===== config.mk =====
export PLATFORM = sky130hd
export DESIGN_NAME = synapse_current
export DESIGN_NICKNAME = d
export VERILOG_FILES = /design/src/rtl/snn_pkg.sv /design/src/rtl/syn_event_fifo.sv /design/src/rtl/synapse_current.sv
export SDC_FILE = /design/constraint.sdc
export NUM_CORES = 1
export LEC_CHECK = 0
export ABC_CLOCK_PERIOD_IN_PS = 9300
export CAP_MARGIN = 25
export CELL_PAD_IN_SITES_DETAIL_PLACEMENT = 2
export CELL_PAD_IN_SITES_GLOBAL_PLACEMENT = 2
export CORE_MARGIN = 2
export CORE_UTILIZATION = 46
export CTS_CLUSTER_SIZE = 24
export DETAILED_ROUTE_END_ITERATION = 12
export GPL_TIMING_DRIVEN = 0
export PLACE_DENSITY = 0.88
export SYNTH_ARGS = -nofsm -noshare
export SYNTH_HDL_FRONTEND = slang
export SYNTH_HIERARCHICAL = 1
export SYNTH_SLANG_ARGS = --single-unit

===== constraint.sdc =====
create_clock -name clk -period 9.3 [get_ports clk]
set_input_delay 1.395 -clock clk [delete_from_list [all_inputs] [get_ports clk]]
set_output_delay 1.395 -clock clk [all_outputs]
set_load 0.1 [all_outputs]

===== src/rtl/snn_pkg.sv =====
// Shared constants and types for the spiking-neuron datapath.
// Current and weight widths are fixed at 8-bit signed across all stages.
package snn_pkg;

    localparam int CUR_W      = 8;
    localparam int WEIGHT_W   = 8;
    localparam int I_SYN_MAX  = 127;
    localparam int I_SYN_MIN  = -128;
    localparam int V_SPIKE_TH = 50;
    localparam int V_RESET    = -20;

    typedef logic signed [WEIGHT_W-1:0] weight_t;
    typedef logic signed [CUR_W-1:0]    cur_t;

endpackage


===== src/rtl/syn_event_fifo.sv =====
// Circular event FIFO with a count register separating full from empty.
// Push is refused when full and pop is ignored when empty.
module syn_event_fifo #(
    parameter int DEPTH = 4,
    parameter int WIDTH = 3
) (
    input  logic             clk,
    input  logic             rst_n,
    input  logic             push,
    input  logic             pop,
    input  logic [WIDTH-1:0] din,
    output logic [WIDTH-1:0] dout,
    output logic             full,
    output logic             empty
);

    localparam int PTR_W = $clog2(DEPTH);
    localparam int CNT_W = $clog2(DEPTH + 1);

    logic [WIDTH-1:0] r_mem [DEPTH];
    logic [PTR_W-1:0] r_wr_ptr;
    logic [PTR_W-1:0] r_rd_ptr;
    logic [CNT_W-1:0] r_count;
    logic             w_push;
    logic             w_pop;

    assign full   = (r_count == CNT_W'(DEPTH));
    assign empty  = (r_count == '0);
    assign w_push = push && !full;
    assign w_pop  = pop && !empty;
    assign dout   = r_mem[r_rd_ptr];

    always_ff @(posedge clk or posedge rst_n) begin
        if (rst_n) begin
            r_wr_ptr <= '0;
            r_rd_ptr <= '0;
            r_count  <= '0;
        end else begin
            if (w_push) r_wr_ptr <= r_wr_ptr + PTR_W'(1);
            if (w_pop)  r_rd_ptr <= r_rd_ptr + PTR_W'(1);
            case ({w_push, w_pop})
                2'b10:   r_count <= r_count + CNT_W'(1);
                2'b01:   r_count <= r_count - CNT_W'(1);
                default: r_count <= r_count;
            endcase
        end
    end

    // NOTE: storage is not reset; entries are only read while r_count marks them valid.
    always_ff @(posedge clk) begin
        if (w_push) r_mem[r_wr_ptr] <= din;
    end

endmodule


===== src/rtl/synapse_current.sv =====
// Synaptic current stage: queued spike events add signed weights into a
// saturating accumulator that decays toward zero on every timestep tick.
module synapse_current
    import snn_pkg::*;
#(
    parameter int N_INPUTS    = 8,
    parameter int ADDR_W      = 3,
    parameter int FIFO_DEPTH  = 4,
    parameter int DECAY_SHIFT = 3,
    parameter int ACC_W       = 12
) (
    input  logic              clk,
    input  logic              rst_n,
    input  logic              spk_valid,
    input  logic [ADDR_W-1:0] spk_addr,
    output logic              spk_ready,
    input  logic              tick,
    input  logic              wr_en,
    input  logic [ADDR_W-1:0] wr_addr,
    input  logic signed [7:0] wr_data,
    output logic signed [7:0] I_syn,
    output logic              busy,
    output logic              sat_flag
);

    localparam logic signed [ACC_W-1:0] ACC_MAX = {1'b0, {(ACC_W-1){1'b1}}};
    localparam logic signed [ACC_W-1:0] ACC_MIN = {1'b1, {(ACC_W-1){1'b0}}};
    localparam logic signed [ACC_W-1:0] CUR_HI  = ACC_W'(I_SYN_MAX);
    localparam logic signed [ACC_W-1:0] CUR_LO  = ACC_W'(I_SYN_MIN);

    weight_t                   r_weight [N_INPUTS];
    logic signed [ACC_W-1:0]   r_acc;
    cur_t                      r_i_syn;
    logic                      r_sat;

    logic                      w_full;
    logic                      w_empty;
    logic                      w_push;
    logic                      w_pop;
    logic [ADDR_W-1:0]         w_head;
    weight_t                   w_weight_sel;
    logic signed [ACC_W-1:0]   w_decay;
    logic signed [ACC_W:0]     w_sum;
    logic signed [ACC_W-1:0]   w_acc_next;
    logic                      w_acc_clamp;
    logic                      w_cur_hi;
    logic                      w_cur_lo;
    cur_t                      w_cur_next;

    assign spk_ready = !w_full;
    assign busy      = !w_empty;
    assign w_push    = spk_valid && spk_ready;
    assign w_pop     = !tick && !w_empty;

    syn_event_fifo #(
        .DEPTH (FIFO_DEPTH),
        .WIDTH (ADDR_W)
    ) u_fifo (
        .clk   (clk),
        .rst_n (rst_n),
        .push  (w_push),
        .pop   (w_pop),
        .din   (spk_addr),
        .dout  (w_head),
        .full  (w_full),
        .empty (w_empty)
    );

    // Out-of-range addresses are accepted but weigh nothing.
    always_comb begin
        w_weight_sel = '0;
        if (int'(w_head) < N_INPUTS) w_weight_sel = r_weight[w_head];
    end

    assign w_decay = r_acc >>> DECAY_SHIFT;
    assign w_sum   = (ACC_W+1)'(r_acc) + (ACC_W+1)'(w_weight_sel);

    // NOTE: every output of this block gets a default first so no latch is inferred.
    always_comb begin
        w_acc_next  = r_acc;
        w_acc_clamp = 1'b0;
        if (tick) begin
            // A positive residue below 2^DECAY_SHIFT would never shift away.
            if (r_acc > 0 && w_decay == '0) w_acc_next = r_acc - ACC_W'(1);
            else                            w_acc_next = r_acc - w_decay;
        end else if (w_pop) begin
            if (w_sum[ACC_W] != w_sum[ACC_W-1]) begin
                w_acc_clamp = 1'b1;
                w_acc_next  = w_sum[ACC_W] ? ACC_MIN : ACC_MAX;
            end else begin
                w_acc_next  = w_sum[ACC_W-1:0];
            end
        end
    end

    assign w_cur_hi   = (r_acc > CUR_HI);
    assign w_cur_lo   = (r_acc < CUR_LO);
    assign w_cur_next = w_cur_hi ? cur_t'(I_SYN_MAX) :
                        w_cur_lo ? cur_t'(I_SYN_MIN) : cur_t'(r_acc);

    // NOTE: state uses non-blocking assignments so every register samples pre-edge values.
    // The weight table is reset because a cleared synapse must contribute nothing.
    always_ff @(posedge clk or posedge rst_n) begin
        if (rst_n) begin
            r_acc   <= '0;
            r_i_syn <= '0;
            r_sat   <= 1'b0;
            for (int i = 0; i < N_INPUTS; i++) r_weight[i] <= '0;
        end else begin
            r_acc   <= w_acc_next;
            r_i_syn <= w_cur_next;
            if (w_acc_clamp || w_cur_hi || w_cur_lo) r_sat <= 1'b1;
            if (wr_en && int'(wr_addr) < N_INPUTS) r_weight[wr_addr] <= wr_data;
        end
    end

    assign I_syn    = r_i_syn;
    assign sat_flag = r_sat;

endmodule


After elaboration in Yosys (flattened, before gate mapping)
Memories as Yosys holds them, arrays and structs flattened. Index checks and enable logic that the tools add are counted. Widths: inputs -> output; s select.

Shift-type cells: 0. Multipliers: 0. Bitwise gates (word level): 2. Add/subtract/negate cells: 7. Divide/modulo/power cells: 0. Muxes and demuxes: 19. Equal/unequal tests: 4. $lt $le $gt $ge: 6. Reduce and logical (&&, ||, !) cells: 15.

Operator list (count): $bwmux 64 (1); $mux 12 (5); $mux 8 (5); $bmux 8 s3 (1); $demux 8 s3 (1); $add 12x8->13 (1); $gt 12x1->1 const B (1); $gt 12x8->1 const B (1); $logic_not 12->1 (1); $lt 12x8->1 const B (1); $sub 12x2->12 const B (1); $sub 12x9->12 (1); $ge 4x4->1 const B (2); $not 3->4 (2); $logic_and 1x1->1 (6); $pmux 3 s2 (1); $mux 1 (5); $add 2x1->2 const B (2); $lt 4x1->1 const B (1); $reduce_bool 2->1 (2); $add 3x1->3 const B (1); $eq 3x3->1 const B (1); $logic_not 1->1 (3); $logic_not 3->1 (1); 5 further kinds (6).

Bits in writable memories: 12. Memory bits (read-only): 0. Output and inout bits: 11. Memories kept: 1. Latch bits: 0. Flip-flop bits (word level): 92. Logic and storage cells: 68.

Memories: u_fifo.r_mem (depth 4, bits a word 3, read ports 1, clocked after Yosys merged registers in 0, wr ports 1, RTL line syn_event_fifo.sv:20) `logic [WIDTH-1:0] r_mem [DEPTH];`.

Longest topological paths before layout
Gate-level depths: netlist of the first run. An unclocked memory read counts as a cell.

Depth after elaboration: 12. Depth in mapped cells: 17. Gate-level depth less buffers: 14.

Cells and area by module
Netlist of the first run, hierarchy kept.

Modules (own cells, without submodules): synapse_current (times used 1, cells an instance 410, seq. area each 2127.0 um^2, area each 4974.8 um^2); syn_event_fifo (times used 1, cells an instance 54, seq. area each 535.5 um^2, area each 878.3 um^2).

Worst setup path after synthesis of the first run
No wires, ideal clock.

Kind: flip-flop to flip-flop. Start point: register u_fifo.r_rd_ptr[0]. End point: register r_acc[7]. Stages on the path, launching flop included: 15. Library setup time: 0.144 ns. Clock period less this slack: 3.933 ns. Required time: 9.156 ns. Arrival time: 3.789 ns. Slack: 5.367 ns. Cell sequence: dfrtp_1 -> buf_2 -> mux4_2 -> buf_2 -> buf_2 -> mux4_2 -> mux2_2 -> ha_1 -> a21o_1 -> a2111oi_0 -> o21a_2 -> nor3_4 -> buf_6 -> a211oi_1 -> a221oi_2.

Cells in the longest elaborated chain, start to end: 10. Elaborated cells on any way between the ends: 11. Those cells by class: add/sub (1); eq/ne (1); mux (7); bitwise (1); memory (1).

RTL lines: start: declaration (RTL line syn_event_fifo.sv:22) `logic [PTR_W-1:0] r_rd_ptr;`; start signal: assignment (RTL line syn_event_fifo.sv:40) `if (w_pop) r_rd_ptr <= r_rd_ptr + PTR_W'(1);`; $mem_v2 4x3 (*); named net w_head[0] (RTL line synapse_current.sv:40) `logic [ADDR_W-1:0] w_head;`; $not 3->4 (implied by the code) (*) (RTL line synapse_current.sv:72) `if (int'(w_head) < N_INPUTS) w_weight_sel = r_weight[w_head];`; $bmux 8 s3 (*) (RTL line synapse_current.sv:72); $mux 8 (implied by the code) (*) (2 in series) (RTL line synapse_current.sv:72); $add 12x8->13 (*) (RTL line synapse_current.sv:76) `assign w_sum = (ACC_W+1)'(r_acc) + (ACC_W+1)'(w_weight_sel);`; $mux 12 / $ne 1x1->1 (equally long branches) (RTL line synapse_current.sv:89, synapse_current.sv:87); $mux 12 (*) (RTL line synapse_current.sv:87) `if (w_sum[ACC_W] != w_sum[ACC_W-1]) begin`; $mux 12 (*) (RTL line synapse_current.sv:86) `end else if (w_pop) begin`; $mux 12 (*) (RTL line synapse_current.sv:82) `if (tick) begin`; end signal: assignment (RTL line synapse_current.sv:110) `r_acc <= w_acc_next;`; end: declaration (RTL line synapse_current.sv:32) `logic signed [ACC_W-1:0] r_acc;`.

Mark *: on every way through the listed nets, which the timed path passes. The rest lies on a longest branch. The select of a mux whose other input is x is not followed. A chain may end at the register's enable or synchronous reset.

Final worst setup path of the first run
Start point: register u_fifo.r_rd_ptr[0]. End point: register r_acc[6].

The elaborated chain is that of the path after synthesis.

==> impl_results.html, run 1 <==
<table>
<tr><th>Metric</th><th>Value</th></tr>
<tr><th colspan="2">Status</th></tr>
<tr><td>Result of the run</td><td>finished clean</td></tr>
<tr><th colspan="2">GRT</th></tr>
<tr><td>Remaining Overflow, GRT</td><td>0</td></tr>
<tr><td>Overall routing resource usage</td><td>26.2%</td></tr>
<tr><td>First-pass GRT wire length</td><td>25800 um</td></tr>
<tr><td>Via count of the first global-routing pass</td><td>4451</td></tr>
<tr><td>Number of antenna violations at the first check in global routing</td><td>0</td></tr>
<tr><td>Pin count of the biggest net entering global routing</td><td>68</td></tr>
<tr><th colspan="2">CTS</th></tr>
<tr><td>Number of buffers on the longest clock path</td><td>2</td></tr>
<tr><td>Hold_buf cts</td><td>0</td></tr>
<tr><td>CTS Root Buffer Type</td><td>clkbuf_16</td></tr>
<tr><td>Reg clk slew, reported paths</td><td>0.07 ns</td></tr>
<tr><td>Number of buffers created by CTS</td><td>9</td></tr>
<tr><td>Post-CTS sizing</td><td>0</td></tr>
<tr><td>Buffers inserted by post-CTS timing repair</td><td>0</td></tr>
<tr><td>CTS tree</td><td>built</td></tr>
<tr><td>CTS HTree Levels</td><td>3</td></tr>
<tr><td>CTS Sinks</td><td>104</td></tr>
<tr><td>Clock latency of the later-clocked register in the worst-skew pair</td><td>0.37 ns</td></tr>
<tr><th colspan="2">Timing</th></tr>
<tr><td>Number of max-slew violations in the final report</td><td>0</td></tr>
<tr><td>Fmax</td><td>201 MHz</td></tr>
<tr><td>Post-route clock period utilization</td><td>53.6%</td></tr>
<tr><td>Final setup violation count</td><td>0</td></tr>
<tr><td>Shortest period the worst path allows</td><td>4.98 ns</td></tr>
<tr><td>Worst-Margin Slew</td><td>1.03 ns</td></tr>
<tr><td>Hold Violations, Final</td><td>0</td></tr>
<tr><td>Sum Neg Setup Slack</td><td>0 ns</td></tr>
<tr><td>Final setup skew</td><td>0.00868 ns</td></tr>
<tr><td>Unrepaired setup endpoints after global routing</td><td>false</td></tr>
<tr><td>Worst max-slew margin expressed relative to the limit</td><td>30.7%</td></tr>
<tr><th colspan="2">Critical path</th></tr>
<tr><td>Worst Setup SP</td><td>u_fifo/r_rd_ptr[0]</td></tr>
<tr><td>Worst-case reg-to-reg path depth</td><td>17</td></tr>
<tr><td>Worst path slowest cell</td><td>clkbuf_1</td></tr>
<tr><td>Register-to-register path setup slack</td><td>4.32 ns</td></tr>
<tr><td>Largest stage delay on the critical path</td><td>0.64 ns</td></tr>
<tr><td>Buf+Inv Stages, Crit Path</td><td>5</td></tr>
<tr><td>Sequence of cells on the critical path</td><td>buf_2, mux4_2, buf_1, clkbuf_1, mux4_2, mux2_2, ha_1, inv_1, fa_1, nand2b_1, a21oi_4, o221ai_2, o21a_2, nor3_4, buf_6, a211oi_1, a221oi_2</td></tr>
<tr><td>Critical path startpoint category</td><td>register</td></tr>
<tr><td>Capture point of the worst reg-to-reg path</td><td>r_acc[6]</td></tr>
<tr><td>Setup Crit Path Kind</td><td>reg -&gt; reg</td></tr>
<tr><td>Worst endpoint data arrival time</td><td>5.24 ns</td></tr>
<tr><td>CP dominant cell by count</td><td>mux4_2</td></tr>
<tr><td>Worst flop-to-flop path startpoint</td><td>u_fifo/r_rd_ptr[0]</td></tr>
<tr><td>Element type at the critical path end</td><td>register</td></tr>
<tr><td>Max FO, Critical Path</td><td>10</td></tr>
<tr><td>Required time worst endpoint</td><td>9.56 ns</td></tr>
<tr><td>Family with the most delay on the worst path</td><td>buffers and inverters</td></tr>
<tr><th colspan="2">Detailed routing</th></tr>
<tr><td>Post-route antenna net violation count</td><td>0</td></tr>
<tr><td>Average wire per standard cell</td><td>24.1 um</td></tr>
<tr><td>DRC violation count after routing</td><td>0</td></tr>
<tr><td>Via density</td><td>5.84</td></tr>
<tr><td>Total length of routed wires</td><td>16400 um</td></tr>
<tr><td>Detailed Route Iter0 Violations</td><td>170</td></tr>
<tr><td>Via count of the routed design</td><td>3958</td></tr>
<tr><td>Iteration count of the initial detailed-routing pass</td><td>4</td></tr>
<tr><th colspan="2">Synth</th></tr>
<tr><td>Top cell type by total area after synthesis</td><td>dfrtp_1</td></tr>
<tr><td>Number of instances in the synthesized netlist</td><td>464</td></tr>
<tr><td>Post-synthesis instance area</td><td>0.00585 sq mm</td></tr>
<tr><td>Share of Yosys cell area claimed by the top area cell type</td><td>39.3%</td></tr>
<tr><td>Area share of xor/xnor cells in the synthesized design</td><td>3.44%</td></tr>
<tr><td>Post-Synth Adder-Cell Area</td><td>7.44%</td></tr>
<tr><td>Synthesized-area fraction occupied by ao, oa, aoi and oai cells</td><td>10.1%</td></tr>
<tr><td>Mean Syn Cell Area</td><td>12.6 sq um</td></tr>
<tr><td>Count of different cell masters after synthesis</td><td>67</td></tr>
<tr><td>Total number of yosys warnings</td><td>6</td></tr>
<tr><td>Proportion of synthesized area in mux cells</td><td>21.7%</td></tr>
<tr><td>Top cells by area, synth</td><td>dfrtp_1 39%, mux2_2 14%, mux4_2 7.3%</td></tr>
<tr><td>Post-synth ARST share</td><td>88.5%</td></tr>
<tr><td>Most repeated cell in the gate-level netlist after synthesis</td><td>dfrtp_1</td></tr>
<tr><td>Count of state elements after synthesis</td><td>104</td></tr>
<tr><td>Register area share after synthesis</td><td>45.5%</td></tr>
<tr><td>Post-synth top cells</td><td>92 x dfrtp_1, 71 x mux2_2, 30 x ha_1, 30 x inv_1, 21 x a21oi_1</td></tr>
<tr><td>Number of synthesized flops with an enable pin</td><td>12</td></tr>
<tr><td>Synthesized net count</td><td>516</td></tr>
<tr><td>Simple-gate area share of the yosys netlist</td><td>8.72%</td></tr>
<tr><td>Combinational family with the most area after synthesis</td><td>multiplexers</td></tr>
<tr><td>Post-synth top flop</td><td>dfrtp_1</td></tr>
<tr><th colspan="2">Floorplanning</th></tr>
<tr><td>Die Span Y</td><td>117 um</td></tr>
<tr><td>Initial cell density of the core</td><td>46.8%</td></tr>
<tr><td>Chip Width</td><td>117 um</td></tr>
<tr><td>Row cnt</td><td>41</td></tr>
<tr><td>Die area</td><td>0.0136 sq mm</td></tr>
<tr><td>Core region area</td><td>0.0125 sq mm</td></tr>
<tr><td>Top-level port count</td><td>30</td></tr>
<tr><th colspan="2">Flow run</th></tr>
<tr><td>MaxCap Viol Count</td><td>0</td></tr>
<tr><th colspan="2">Cells and area</th></tr>
<tr><td>Share of layout cells above drive strength 1</td><td>27.5%</td></tr>
<tr><td>Number of antenna diodes</td><td>0</td></tr>
<tr><td>Number of nets at the end of the flow</td><td>553</td></tr>
<tr><td>Finished layout cell area</td><td>0.00665 sq mm</td></tr>
<tr><td>Synthesis-to-finish area growth</td><td>13.7%</td></tr>
<tr><th colspan="2">Min path</th></tr>
<tr><td>Worst Min Path Start</td><td>r_weight[0]</td></tr>
<tr><td>Number of cells on the worst hold path</td><td>1</td></tr>
<tr><td>Worst hold path class</td><td>reg -&gt; reg</td></tr>
<tr><td>Hold-critical path endpoint</td><td>r_weight[0]</td></tr>
<tr><th colspan="2">Placed design</th></tr>
<tr><td>Final weighted congestion of routability-driven global placement</td><td>0.794</td></tr>
<tr><td>HPWL after detailed placement</td><td>11900 um</td></tr>
<tr><td>Total placed instance area</td><td>0.00635 sq mm</td></tr>
<tr><td>Port-buffer cells</td><td>25</td></tr>
</table>
## per-stage QoR
step / setup WS [ns] / std cells / hold slack [ns] / util, %
floorplan: 5.37 / 464 / 0.474 / -
global placement: 4.44 / 661 / 0.471 / 50.5
detailed placement: 4.29 / 662 / 0.492 / 50.7
CTS: 4.30 / 678 / 0.510 / 53.1
global route: 4.05 / 678 / 0.517 / 53.1
finish: 4.32 / 678 / 0.507 / 53.1
## worst max-delay path by stage
stage,end,slack [ns],depth (start not counted)
detailed placement,r_acc[2],4.29,17
global route,r_acc[6],4.05,16
floorplan,r_acc[7],5.37,14
finish,r_acc[6],4.32,17
CTS,r_acc[6],4.30,17
global placement,r_weight[24],4.44,2
## state kept, by name, indices dropped and copies added (netlist names)
name and cells:
sat_flag 1, I_syn 8, u_fifo/r_rd_ptr 2, u_fifo/r_wr_ptr 2, r_weight 64, r_acc 12
u_fifo/r_count 3, u_fifo/r_mem 12
## per-layer routing
layer	global-route usage [%]	vias up	share of wire, %
li1	-	1776	-
met1	31.9	2081	41
met2	47.5	81	55
met3	4.38	20	2.9
met4	8.16	0	1.8
met5	0	-	0
## cell usage in the layout (no fill, tap or decap), types with 4 or more instances in the layout
master           count
clkdlybuf4s50_1     25
nand2_1             16
clkbuf_16            9
nor3_1               7
a21o_1              12
mux4_2              19
clkbuf_1            10
nand4_1              4
mux2_2              71
o21ai_1              5
ha_1                30
nor2_1              18
edfxtp_1            12
dfrtp_1             92
xnor2_1             14
xor2_1               9
inv_1               29
o21ai_0              6
nor4_1               5
a211oi_1             4
a21oi_1             21
nand2b_1             4
nor2b_1              5
## cells by family after synthesis
family	after synthesis
AOI/OAI and AO/OA	80
and+or+nand+nor	85
muxes	94
xor gates and xnor gates	23
DFF	104
adders and majority gates	33
buffers and inverters	45
## area by class of cell
cell class | count | area [sq um]
buffer | 15 | 67.6
clock buffer | 9 | 225
clock inverter | 7 | 78.8
fill | 1215 | 5860
inverter | 30 | 115
multi-input combinational | 315 | 3010
sequential | 104 | 2660
tap | 172 | 215
timing repair buffer | 26 | 278
## worst reg2reg max path, stage by stage, from the launching register on
cell	delay (ns)
dfrtp_1	0.37
buf_2	0.18
mux4_2	0.35
buf_1	0.48
clkbuf_1	0.65
mux4_2	0.36
mux2_2	0.18
ha_1	0.21
inv_1	0.07
fa_1	0.38
nand2b_1	0.24
a21oi_4	0.22
o221ai_2	0.16
o21a_2	0.29
nor3_4	0.28
buf_6	0.18
a211oi_1	0.08
a221oi_2	0.22
Power of run 1 is not shown: default switching activity piles up to over one toggle a cycle in this logic, so the estimate is an artifact.
==> inputs of run 2 (changes only) <==
--- a/config.mk
+++ b/config.mk
@@ -5,16 +5,16 @@
 export SDC_FILE = /design/constraint.sdc
 export NUM_CORES = 1
 export LEC_CHECK = 0
-export ABC_CLOCK_PERIOD_IN_PS = 9300
+export ABC_CLOCK_PERIOD_IN_PS = 4200
 export CAP_MARGIN = 25
 export CELL_PAD_IN_SITES_DETAIL_PLACEMENT = 2
 export CELL_PAD_IN_SITES_GLOBAL_PLACEMENT = 2
 export CORE_MARGIN = 2
-export CORE_UTILIZATION = 46
+export CORE_UTILIZATION = 38
 export CTS_CLUSTER_SIZE = 24
 export DETAILED_ROUTE_END_ITERATION = 12
 export GPL_TIMING_DRIVEN = 0
-export PLACE_DENSITY = 0.88
+export PLACE_DENSITY = 0.78
 export SYNTH_ARGS = -nofsm -noshare
 export SYNTH_HDL_FRONTEND = slang
 export SYNTH_HIERARCHICAL = 1
==> constraint.sdc (replaced) <==
create_clock -name clk -period 4.2 [get_ports clk]
set_input_delay 0.63 -clock clk [delete_from_list [all_inputs] [get_ports clk]]
set_output_delay 0.63 -clock clk [all_outputs]
set_load 0.1 [all_outputs]
==> impl_results.html, run 2 (synthesized netlist as in run 1, its figures left out) <==
<table>
<tr><th>Metric</th><th>Value</th></tr>
<tr><th colspan="2">Status</th></tr>
<tr><td>Result of the run</td><td>finished clean</td></tr>
<tr><th colspan="2">Critical path</th></tr>
<tr><td>Register-to-register path setup slack</td><td>0.14 ns</td></tr>
<tr><td>Sequence of cells on the critical path</td><td>buf_6, mux4_2, buf_12, buf_8, mux4_2, mux2_4, ha_4, inv_1, fa_2, nand2b_4, a21oi_4, o221ai_4, o21a_4, nor3_4, buf_4, and2b_1, o21ai_1</td></tr>
<tr><td>Setup Crit Path Kind</td><td>reg -&gt; reg</td></tr>
<tr><td>Worst flop-to-flop path startpoint</td><td>u_fifo/r_rd_ptr[0]</td></tr>
<tr><td>Number of cells on the critical path</td><td>17</td></tr>
<tr><td>Worst path slowest cell</td><td>mux4_2</td></tr>
<tr><td>Family with the most delay on the worst path</td><td>multiplexers</td></tr>
<tr><td>Destination of the critical timing path</td><td>r_acc[1]</td></tr>
<tr><td>Worst endpoint data arrival time</td><td>4.34 ns</td></tr>
<tr><td>Critical path startpoint category</td><td>register</td></tr>
<tr><td>Required time worst endpoint</td><td>4.48 ns</td></tr>
<tr><td>Buf+Inv Stages, Crit Path</td><td>5</td></tr>
<tr><td>Worst Setup SP</td><td>u_fifo/r_rd_ptr[0]</td></tr>
<tr><td>CP dominant cell by count</td><td>mux4_2</td></tr>
<tr><td>Element type at the critical path end</td><td>register</td></tr>
<tr><td>Worst-case reg-to-reg path depth</td><td>17</td></tr>
<tr><td>Capture point of the worst reg-to-reg path</td><td>r_acc[1]</td></tr>
<tr><td>Max FO, Critical Path</td><td>10</td></tr>
<tr><td>Largest stage delay on the critical path</td><td>0.54 ns</td></tr>
<tr><th colspan="2">CTS</th></tr>
<tr><td>Reg clk slew, reported paths</td><td>0.07 ns</td></tr>
<tr><td>Number of buffers on the longest clock path</td><td>2</td></tr>
<tr><td>Clock latency of the later-clocked register in the worst-skew pair</td><td>0.35 ns</td></tr>
<tr><td>CTS tree</td><td>built</td></tr>
<tr><td>CTS HTree Levels</td><td>3</td></tr>
<tr><td>CTS Root Buffer Type</td><td>clkbuf_16</td></tr>
<tr><td>Number of buffers created by CTS</td><td>9</td></tr>
<tr><td>CTS Sinks</td><td>104</td></tr>
<tr><th colspan="2">Timing</th></tr>
<tr><td>Hold Violations, Final</td><td>0</td></tr>
<tr><td>Fmax</td><td>246 MHz</td></tr>
<tr><td>Worst-Margin Slew</td><td>0.992 ns</td></tr>
<tr><td>Worst max-slew margin expressed relative to the limit</td><td>33.6%</td></tr>
<tr><td>Worst hold slack after final layout</td><td>0.506 ns</td></tr>
<tr><td>Final setup violation count</td><td>0</td></tr>
<tr><td>Post-route clock period utilization</td><td>96.7%</td></tr>
<tr><td>Shortest period the worst path allows</td><td>4.06 ns</td></tr>
<tr><td>Number of max-slew violations in the final report</td><td>0</td></tr>
<tr><td>Final setup skew</td><td>0.0101 ns</td></tr>
<tr><td>Final setup margin</td><td>0.139 ns</td></tr>
<tr><th colspan="2">Cells and area</th></tr>
<tr><td>Largest registers</td><td>r_weight x64, r_acc x12, u_fifo/r_mem x12</td></tr>
<tr><td>Highest-count cells in the layout ignoring fill and taps</td><td>92 x dfrtp_1, 69 x mux2_2, 29 x inv_1, 25 x ha_1, 25 x clkdlybuf4s50_1</td></tr>
<tr><td>Commonest non-fill, non-tap cell in the layout</td><td>dfrtp_1</td></tr>
<tr><td>Number of nets at the end of the flow</td><td>563</td></tr>
<tr><td>Number of antenna diodes</td><td>0</td></tr>
<tr><td>Synthesis-to-finish area growth</td><td>18.9%</td></tr>
<tr><td>Most flops, register</td><td>r_weight</td></tr>
<tr><td>Combined flip-flop and latch cell area</td><td>0.00266 sq mm</td></tr>
<tr><td>Share of layout cells above drive strength 1</td><td>32.6%</td></tr>
<tr><td>Max FFs per register</td><td>64</td></tr>
<tr><td>Total area of multi-input combinational cells</td><td>0.00318 sq mm</td></tr>
<tr><td>Filler cell count</td><td>1472</td></tr>
<tr><th colspan="2">Detailed routing</th></tr>
<tr><td>Detailed Route Iter0 Violations</td><td>231</td></tr>
<tr><td>Via count of the routed design</td><td>3953</td></tr>
<tr><td>Total length of routed wires</td><td>15900 um</td></tr>
<tr><td>Post-route antenna net violation count</td><td>0</td></tr>
<tr><td>DRC violation count after routing</td><td>0</td></tr>
<tr><td>Average wire per standard cell</td><td>22.5 um</td></tr>
<tr><td>Iteration count of the initial detailed-routing pass</td><td>4</td></tr>
<tr><td>Via density</td><td>5.62</td></tr>
<tr><th colspan="2">Placed design</th></tr>
<tr><td>Final weighted congestion of routability-driven global placement</td><td>0.774</td></tr>
<tr><td>Port-buffer cells</td><td>25</td></tr>
<tr><td>Pre-CTS setup slack</td><td>-0.708 ns</td></tr>
<tr><td>HPWL after detailed placement</td><td>10700 um</td></tr>
<tr><th colspan="2">Min path</th></tr>
<tr><td>Worst hold path class</td><td>reg -&gt; reg</td></tr>
<tr><th colspan="2">Floorplanning</th></tr>
<tr><td>Core region area</td><td>0.0151 sq mm</td></tr>
<tr><td>Row cnt</td><td>45</td></tr>
<tr><td>Initial cell density of the core</td><td>38.6%</td></tr>
<tr><td>Die Span Y</td><td>128 um</td></tr>
<tr><td>Chip Width</td><td>128 um</td></tr>
<tr><td>Top-level port count</td><td>30</td></tr>
<tr><td>Die area</td><td>0.0164 sq mm</td></tr>
<tr><th colspan="2">GRT</th></tr>
<tr><td>Pin count of the biggest net entering global routing</td><td>72</td></tr>
<tr><td>Number of antenna violations at the first check in global routing</td><td>0</td></tr>
<tr><td>Overall routing resource usage</td><td>19.8%</td></tr>
<tr><td>Via count of the first global-routing pass</td><td>4335</td></tr>
<tr><td>Remaining Overflow, GRT</td><td>0</td></tr>
<tr><td>First-pass GRT wire length</td><td>24700 um</td></tr>
<tr><th colspan="2">Flow run</th></tr>
<tr><td>MaxCap Viol Count</td><td>0</td></tr>
</table>
[run 2: cell types whose count changed in the layout (fill, tap and decap cells not counted), moves of 3 or more]
cell      change
a211oi_1      -4
ha_1          -5
buf_12        +3
a211oi_2      +4
ha_4          +4
buf_2         -3
buf_4         +7
[run 2: area by class of cell]
type,instances,share of cell area (%)
Buffer,14,1.42
Clock buffer,11,3.34
Sequential cell,104,38.3
Tap cell,188,3.38
Timing Repair Buffer,36,5.48
Inverter,30,1.65
Clock inverter,5,0.809
Multi-Input combinational cell,316,45.7
[run 2: repair_timing]
action,in CTS,in global routing
cloned,2,0
hold endpoints to repair,0,0
pin swaps,4,5
buffers inserted,4,5
hold buffers,0,0
gates resized for setup,24,19
endpoints found under the setup margin,13,12
[run 2: how the worst min path moves through the flow]
stage                         to  slack, ns    startpoint  cells after the start
6_report             r_weight[8]       0.51   r_weight[8]                      1
5_1_grt             r_weight[19]       0.52  r_weight[19]                      1
4_1_cts             r_weight[38]       0.51  r_weight[38]                      1
3_5_place_dp        r_weight[24]       0.49  r_weight[24]                      1
3_3_place_gp         r_weight[0]       0.48   r_weight[0]                      1
2_1_floorplan  u_fifo/r_count[0]       0.43         rst_n                      1
[run 2: stage by stage]
stage	std cells	utilization (%)	TNS, ns	area, sq um
after floorplan	464	-	0	5850
after CTS	699	45.0	0	6820
after global placement	677	41.9	-5.08	6340
after detailed placement	678	42.0	-7.87	6370
final	704	46.0	0	6960
after global routing	704	46.0	-0.0538	6960
[run 2: routing by layer]
| metal | up-vias | wire, um | global-route usage [%] |
|---|---|---|---|
| met5 | - | 0 | 0 |
| met4 | 0 | 248 | 4.27 |
| met3 | 15 | 278 | 3.46 |
| met2 | 34 | 8240 | 35.0 |
| met1 | 2098 | 7090 | 25.6 |
| li1 | 1806 | - | - |
Power of run 2 is left out for the same reason.
==> inputs of run 3 (changes only) <==
--- a/config.mk
+++ b/config.mk
@@ -5,7 +5,6 @@
 export SDC_FILE = /design/constraint.sdc
 export NUM_CORES = 1
 export LEC_CHECK = 0
-export ABC_CLOCK_PERIOD_IN_PS = 4200
 export CAP_MARGIN = 25
 export CELL_PAD_IN_SITES_DETAIL_PLACEMENT = 2
 export CELL_PAD_IN_SITES_GLOBAL_PLACEMENT = 2
==> results of run 3 <==
No change in the layout: final DEF, timing and power equal those of run 2.
Power of run 3 is left out for the same reason.
